## config.mk

```make
export PLATFORM = sky130hd
export DESIGN_NAME = ram_port_arbiter
export DESIGN_NICKNAME = d
export VERILOG_FILES = /design/src/rtl/arch_defs_pkg.sv /design/src/rtl/arb_rr_pick.sv /design/src/rtl/ram_port_arbiter.sv
export SDC_FILE = /design/constraint.sdc
export NUM_CORES = 1
export LEC_CHECK = 0
export ABC_AREA = 0
export CAP_MARGIN = 20
export CORE_MARGIN = 2
export CORE_UTILIZATION = 45
export DETAILED_ROUTE_END_ITERATION = 7
export GPL_TIMING_DRIVEN = 1
export HOLD_SLACK_MARGIN = 0.06
export PLACE_DENSITY_LB_ADDON = 0.15
export SLEW_MARGIN = 20
export SYNTH_ARGS = -nofsm -noshare
export SYNTH_HDL_FRONTEND = slang
export SYNTH_SLANG_ARGS = --single-unit
```

## constraint.sdc

```tcl
create_clock -name clk -period 3.2 [get_ports clk]
set_clock_uncertainty 0.15 [all_clocks]
set_input_delay 0.8 -clock clk [delete_from_list [all_inputs] [get_ports clk]]
set_output_delay 0.8 -clock clk [all_outputs]
set_load 0.005 [all_outputs]
```

## src/rtl/arch_defs_pkg.sv

```systemverilog
// arch_defs_pkg: shared architecture widths and RAM port arbiter types
package arch_defs_pkg;
  localparam int ADDR_WIDTH = 4;
  localparam int DATA_WIDTH = 8;
  localparam int ARB_LOCK_MAX_DEFAULT = 8;
  typedef enum logic [1:0] {ARB_IDLE, ARB_LOCK, ARB_LOCK_YIELD} arb_state_t;
  typedef enum logic [1:0] {OWN_NONE, OWN_CPU, OWN_LDR} arb_owner_t;
endpackage

```

## src/rtl/arb_rr_pick.sv

```systemverilog
// arb_rr_pick: two-way round-robin picker; on a tie the requester that did not own the last grant wins
module arb_rr_pick
  import arch_defs_pkg::*;
(
  input  logic       cpu_req_i,
  input  logic       ldr_req_i,
  input  logic [1:0] last_owner_i,
  output logic [1:0] winner_o
);
  always_comb
    winner_o = (cpu_req_i && (!ldr_req_i || last_owner_i == OWN_LDR)) ? OWN_CPU
             : ldr_req_i ? OWN_LDR : OWN_NONE;
endmodule

```

## src/rtl/ram_port_arbiter.sv

```systemverilog
// ram_port_arbiter: shares the single-port RAM between CPU and loader with round-robin,
// loader burst lock and a starvation guard that forces a CPU slot after LOCK_MAX locked grants.
module ram_port_arbiter #(
  parameter int ADDR_WIDTH = arch_defs_pkg::ADDR_WIDTH,
  parameter int DATA_WIDTH = arch_defs_pkg::DATA_WIDTH,
  parameter int LOCK_MAX   = arch_defs_pkg::ARB_LOCK_MAX_DEFAULT
) (
  input  logic                  clk,
  input  logic                  reset,
  input  logic                  cpu_req_i,
  input  logic                  cpu_we_i,
  input  logic [ADDR_WIDTH-1:0] cpu_addr_i,
  input  logic [DATA_WIDTH-1:0] cpu_wdata_i,
  output logic                  cpu_gnt_o,
  output logic                  cpu_rvalid_o,
  output logic [DATA_WIDTH-1:0] cpu_rdata_o,
  input  logic                  ldr_req_i,
  input  logic                  ldr_we_i,
  input  logic [ADDR_WIDTH-1:0] ldr_addr_i,
  input  logic [DATA_WIDTH-1:0] ldr_wdata_i,
  input  logic                  ldr_lock_i,
  output logic                  ldr_gnt_o,
  output logic                  ldr_rvalid_o,
  output logic [DATA_WIDTH-1:0] ldr_rdata_o,
  output logic                  ram_we_o,
  output logic [ADDR_WIDTH-1:0] ram_addr_o,
  output logic [DATA_WIDTH-1:0] ram_wdata_o,
  input  logic [DATA_WIDTH-1:0] ram_rdata_i
);
  import arch_defs_pkg::*;
  localparam int CW = $clog2(LOCK_MAX + 1);
  arb_state_t state_q, state_d;
  arb_owner_t last_owner_q, last_owner_d, rd_owner_q, rd_owner_d;
  logic [CW-1:0] lock_cnt_q, lock_cnt_d, cnt_inc;
  logic [ADDR_WIDTH-1:0] addr_q;
  logic [DATA_WIDTH-1:0] wdata_q, cpu_rdata_q, ldr_rdata_q;
  logic [1:0] pick;
  logic cpu_win, ldr_win;

  arb_rr_pick u_pick (
    .cpu_req_i   (cpu_req_i),
    .ldr_req_i   (ldr_req_i),
    .last_owner_i(last_owner_q),
    .winner_o    (pick)
  );

  assign cnt_inc = lock_cnt_q + 1'b1;

  always_comb begin
    state_d    = state_q;
    lock_cnt_d = lock_cnt_q;
    cpu_win    = 1'b0;
    ldr_win    = 1'b0;
    case (state_q)
      ARB_IDLE: begin
        cpu_win = pick == OWN_CPU;
        ldr_win = pick == OWN_LDR;
        if (ldr_win && ldr_lock_i) state_d = ARB_LOCK;
      end
      ARB_LOCK: begin
        if (ldr_lock_i && ldr_req_i) begin
          ldr_win = 1'b1;
          if (cpu_req_i) begin
            lock_cnt_d = cnt_inc;
            if (cnt_inc == CW'(LOCK_MAX)) begin
              lock_cnt_d = '0;
              state_d    = ARB_LOCK_YIELD;
            end
          end
        end else begin
          // lock release or absent loader: the CPU is served in this same cycle
          cpu_win = cpu_req_i;
          ldr_win = ldr_req_i && !cpu_req_i;
          if (!ldr_lock_i || cpu_req_i) state_d = ARB_IDLE;
        end
      end
      default: begin
        cpu_win = cpu_req_i;
        ldr_win = ldr_req_i && !cpu_req_i;
        state_d = ldr_lock_i ? ARB_LOCK : ARB_IDLE;
      end
    endcase
  end

  assign cpu_gnt_o    = cpu_win && reset;
  assign ldr_gnt_o    = ldr_win && reset;
  assign ram_we_o     = cpu_gnt_o ? cpu_we_i : (ldr_gnt_o && ldr_we_i);
  assign ram_addr_o   = cpu_gnt_o ? cpu_addr_i : ldr_gnt_o ? ldr_addr_i : addr_q;
  assign ram_wdata_o  = cpu_gnt_o ? cpu_wdata_i : ldr_gnt_o ? ldr_wdata_i : wdata_q;
  assign last_owner_d = cpu_gnt_o ? OWN_CPU : ldr_gnt_o ? OWN_LDR : last_owner_q;
  assign rd_owner_d   = (cpu_gnt_o && !cpu_we_i) ? OWN_CPU
                      : (ldr_gnt_o && !ldr_we_i) ? OWN_LDR : OWN_NONE;
  assign cpu_rvalid_o = rd_owner_q == OWN_CPU;
  assign ldr_rvalid_o = rd_owner_q == OWN_LDR;
  assign cpu_rdata_o  = cpu_rvalid_o ? ram_rdata_i : cpu_rdata_q;
  assign ldr_rdata_o  = ldr_rvalid_o ? ram_rdata_i : ldr_rdata_q;

  always_ff @(posedge clk or negedge reset) begin
    if (!reset) begin
      state_q      <= ARB_IDLE;
      last_owner_q <= OWN_LDR;
      rd_owner_q   <= OWN_NONE;
      lock_cnt_q   <= '0;
      addr_q       <= '0;
      wdata_q      <= '0;
      cpu_rdata_q  <= '0;
      ldr_rdata_q  <= '0;
    end else begin
      state_q      <= state_d;
      last_owner_q <= last_owner_d;
      rd_owner_q   <= rd_owner_d;
      lock_cnt_q   <= lock_cnt_d;
      addr_q       <= ram_addr_o;
      wdata_q      <= ram_wdata_o;
      cpu_rdata_q  <= cpu_rdata_o;
      ldr_rdata_q  <= ldr_rdata_o;
    end
  end
endmodule

```

Word level (Yosys, flattened, before mapping)
Index checks and enable logic that the tools add are counted.

operators by class
  $add $sub $neg = 1
  eq/ne operators = 11
  multiplexer cells = 25
  reductions and logical operators = 20

operator list
  operator                                                          count
  8-bit two-way mux                                                 4
  2-bit two-way mux                                                 11
  4-bit two-way mux                                                 3
  1-bit logical AND                                                 9
  3-bit inequality test (second input constant)                     3
  2-bit by 1-bit == test with 1-bit output (second input constant)  3
  2-bit == test (second input constant)                             3
  1-bit zero test                                                   5
  4-bit by 1-bit adder with 4-bit output (second input constant)    1
  4-bit == test (second input constant)                             1
  1-bit two-way mux                                                 4
  1-bit one-hot mux with 2 select lines                             2
  2-bit one-hot mux with 2 select lines                             1
  4-bit AND reduction                                               1
  3-bit AND reduction                                               1
  2-bit zero test                                                   1
  1-bit logical OR                                                  2
  2-bit inequality test (second input constant)                     1
  2-bit nonzero test                                                1

word-level totals
  bits in registers = 38
  logic and storage cells = 65

Logic depth before layout (Yosys ltp)
  depth after elaboration = 10
  depth in mapped cells = 5
  depth with buffers taken out = 4

By module
From an unflattened synthesis, not the netlist that was laid out.

second synthesis, totals
  cell total of the unflattened synthesis = 156
  area, all modules = 1,868.0 sq um

by module, submodules not included
  module            instances  cells an instance  area an instance (sq um)  seq. area each (sq um)
  ram_port_arbiter  1          152                1,838.0                   952.2
  arb_rr_pick       1          4                  30.0                      0.0

Worst setup path before layout
OpenSTA, ideal clock, no wires.

  path kind = in2out
  from = input reset
  to = output cpu_gnt_o
  arrival time = 1.805 ns
  path slack = 0.445 ns
  stages on the path = 4
  cell sequence = buf_2 -> clkbuf_1 -> buf_1 -> and2_1

on the way
  cells in the longest elaborated chain, start to end = 1

RTL lines
  element            RTL line                RTL
  start, declared    ram_port_arbiter.sv:9   input logic reset,
  1-bit logical AND  ram_port_arbiter.sv:85  assign cpu_gnt_o = cpu_win && reset;
  end, declared      ram_port_arbiter.sv:14  output logic cpu_gnt_o,

Every way passes these cells.

Final worst setup path
  from = register last_owner_q[1]
  to = output ram_wdata_o[4]

on the way
  cells in the longest elaborated chain, start to end = 9
  elaborated cells between the ends (all ways) = 12

RTL lines
  element                                RTL line                 RTL
  start, declared                        ram_port_arbiter.sv:33   arb_owner_t last_owner_q, last_owner_d, rd_owner_q, rd_owner_d;
  start signal, assigned                 ram_port_arbiter.sv:110  last_owner_q <= last_owner_d;
  2-bit == test (*)                      arb_rr_pick.sv:11        winner_o = (cpu_req_i && (!ldr_req_i || last_owner_i == OWN_LDR)) ? OWN_CPU
  1-bit logical OR (*)                   arb_rr_pick.sv:11
  1-bit logical AND (*)                  arb_rr_pick.sv:11
  2-bit two-way mux (*)                  arb_rr_pick.sv:11
  2-bit == test                          ram_port_arbiter.sv:57   ldr_win = pick == OWN_LDR;
  1-bit one-hot mux with 2 select lines  ram_port_arbiter.sv:54   case (state_q)
  1-bit logical AND                      ram_port_arbiter.sv:86   assign ldr_gnt_o = ldr_win && reset;
  8-bit two-way mux                      ram_port_arbiter.sv:89   assign ram_wdata_o = cpu_gnt_o ? cpu_wdata_i : ldr_gnt_o ? ldr_wdata_i : wdata_q;
  8-bit two-way mux (*)                  ram_port_arbiter.sv:89
  end, declared                          ram_port_arbiter.sv:27   output logic [DATA_WIDTH-1:0] ram_wdata_o,

Every way passes the cells marked *; elsewhere a longest branch is shown, timed or not.

==> metrics.txt <==
Final Cell Area 3190 sq um; area of the mapped netlist 2010 sq um; Die Span X 70.9 microns; pre-CTS setup slack -637 ps; Synth Warn # 0; CP Cell Sequence or3b_4 > a32o_2 > bufbuf_16 > a311oi_2 > buf_2; CTS sink cnt 38; crit path launch type flip-flop; post-synth top area share between 40% and 50%; dpl cells 314; worst-margin pin slew 413 ps; Logic pwr share 34.8%; sequential fraction of the synthesis area a little under half; Syn Area/Cell about 11 sq um; critical path type reg2out; Crit path largest cell delay 550 ps; clock power share roughly 28%; Fin. Hold Viols 0; Cell variety after synth 36; Hold Buf Count CTS 0; cell row count 24; max-cap check violation count 0; Slew headroom 72.5%; PwrDens 550 nW/um^2; nets 310; P_int about 1.3 mW; GRT overflow 0; Max Freq 315 MHz; share of layout cells above drive strength 1 31.7%; Final ANT Viol Nets 0; Clock Tree Root clkbuf_8; ys async rst share 100%; DRT Wirelength around 5300 microns; Hold WC Path Type reg2reg; Final Util between 70% and 80%; Final setup viols 0; area delta synth->final 58.8%; Synth Flop Type dfrtp_1; largest net degree at the start of global routing 22; Net Sw Frac a little over a quarter; core area 4320 sq um; Total Power 1.76 mW; Seq cells post-synth 38; Period minus WS final ~3200 ps; gp weighted congestion roughly 0.83; switching pwr 0.477 mW; Area after DPL slightly below 3000 sq um; Reg clk slew, reported paths approximately 80 ps; fin crit share 99.1%; Syn Nets around 220; Post-CTS Setup Bufs 0; Die ar. 5020 sq um; vias in the first global route ~1800; GRT Total Usage a little over a fifth; Critical Path AT 2220 ps; Flop pwr share 37.0%; Mapped Cells 184; clock latency on the worst-skew pair 290 ps; Routed WL per cell 16.5 microns; unrepaired setup endpoints after global routing true; outcome complete, no violations; Non-Filler Instances ~320; port bufs 71; DR vias/cell 5.63; clk buf depth 2; Die H 70.9 microns; worst hold path depth 1; Worst Setup End Kind output port; Num CTS Buffers 5; Worst Path Max Fanout 5; peak supply drop 0.000288 V; Vias 1818; Static Leak 1.36 nW; DR iter-0 viols 99; Synth area leader dfrtp_1; I/O pin count 72; TritonCTS clock tree yes; H-tree Lvls 2; first-pass GRT wire length 8600 microns; Max Slew Vio Count 0; initial core utilization 46.5%; DP HPWL between 3000 and 4000 microns; worst-case reg-to-reg path depth 5; CP max stage cell dfstp_2; First-pass DRT Iterations 4; antenna violations before repair 0; diode count 0; CP required 2250 ps; synth top area cells dfrtp_1 (46%), mux2_2 (10%), a311oi_2 (5.2%); setup ws final 28.5 ps; Post-synth EDFFs 0; DRC 0
metrics by stage:
| stage | hold slack, ps | setup TNS [ps] |
|---|---|---|
| floorplan | 323 | 0 |
| finish | 349 | 0 |
| global placement | 328 | -7570 |
| global route | 359 | -82.5 |
| detailed placement | 336 | -7850 |
| CTS | 355 | -11.3 |
area by class of cell:
type | count | area (sq um)
multi-input combinational | 116 | 1090
timing repair buffer | 95 | 901
tap | 52 | 65.1
fill | 328 | 1130
clock inverter | 3 | 68.8
sequential | 38 | 952
inverter | 14 | 52.6
clock buffer | 5 | 68.8
synthesized netlist by cell type, types with 2 or more instances:
cell type	number
and2_1	4
nor2_1	13
nand2_1	3
nand2b_1	2
clkbuf_1	11
nand3b_1	13
mux2_2	18
nand3_1	3
a32o_1	2
nor2b_1	2
dfrtp_1	37
buf_2	3
a21oi_1	2
or3_1	12
and3b_1	2
inv_1	14
a32oi_1	12
a311oi_1	5
a311oi_2	7
and4b_1	2
a31oi_1	2
power by group through the flow:
| stage | clock [mW] | sequential [mW] | combinational (mW) |
|---|---|---|---|
| CTS | 0.502 | 0.648 | 0.594 |
| global placement | 0 | 0.651 | 0.564 |
| floorplan | 0 | 0.642 | 0.259 |
| global route | 0.527 | 0.665 | 0.664 |
| detailed placement | 0 | 0.656 | 0.571 |
| finish | 0.496 | 0.649 | 0.611 |
critical path: cells and delay by family (launching register included):
family	cells	cell delay, ps
buffers and inverters	2	440
AOI/OAI and AO/OA	2	530
and+or+nand+nor	1	400
DFF	1	550
metal layers:
| layer | global-route usage (%) | part of all wire [%] | vias to the layer above |
|---|---|---|---|
| met1 | 27.1 | 40 | 868 |
| met4 | 7.76 | 1.7 | 0 |
| met5 | 0 | 0 | - |
| met3 | 4.70 | 4.7 | 11 |
| li1 | - | - | 865 |
| met2 | 37.5 | 53 | 74 |
registers in the layout (all words and copies together) (netlist names):
register,cells
state_q,2
wdata_q,8
cpu_rdata_q,8
lock_cnt_q,4
rd_owner_q,2
ldr_rdata_q,8
addr_q,4
last_owner_q,2
repair_timing:
action                                  in CTS  in global routing
resized for setup                           62                 13
pin swaps                                   12                  6
cloned                                       1                  0
endpoints found under the setup margin      15                 12
cell families after synthesis:
family / synth area share (%)
and+or+nand+nor: 17.7
DFF: 47.3
AOI/OAI and AO/OA: 17.7
buffers and inverters: 6.16
muxes: 10.1
xor gates and xnor gates: 0.435
adders and majority gates: 0.622
worst paths after layout:
kind,start,endpoint,slack [ps]
max,last_owner_q[1],ram_wdata_o[4],30
min,cpu_rdata_q[0],cpu_rdata_q[0],350
max reg2reg,last_owner_q[1],wdata_q[4],1070
min reg2reg,cpu_rdata_q[0],cpu_rdata_q[0],350
max in group asynchronous,reset,last_owner_q[1],1850
min in group asynchronous,reset,wdata_q[7],440
layout by cell type, fill, tap and decap left out, drive strengths merged, types with 2 or more instances in the layout:
cell	n
a31oi	2
nand2b	2
clkbuf	7
clkdlybuf4s50	52
a32o	3
nor2	13
or3	12
a32oi	12
a311oi	12
clkdlybuf4s15	4
and4b	2
nor2b	2
nand3b	13
dlygate4sd2	3
dfrtp	37
inv	14
a21oi	2
mux2	18
and3b	2
nand2	3
nand3	3
buf	32
and2	4
bufinv	2
Power figures use the tool's default switching activity.
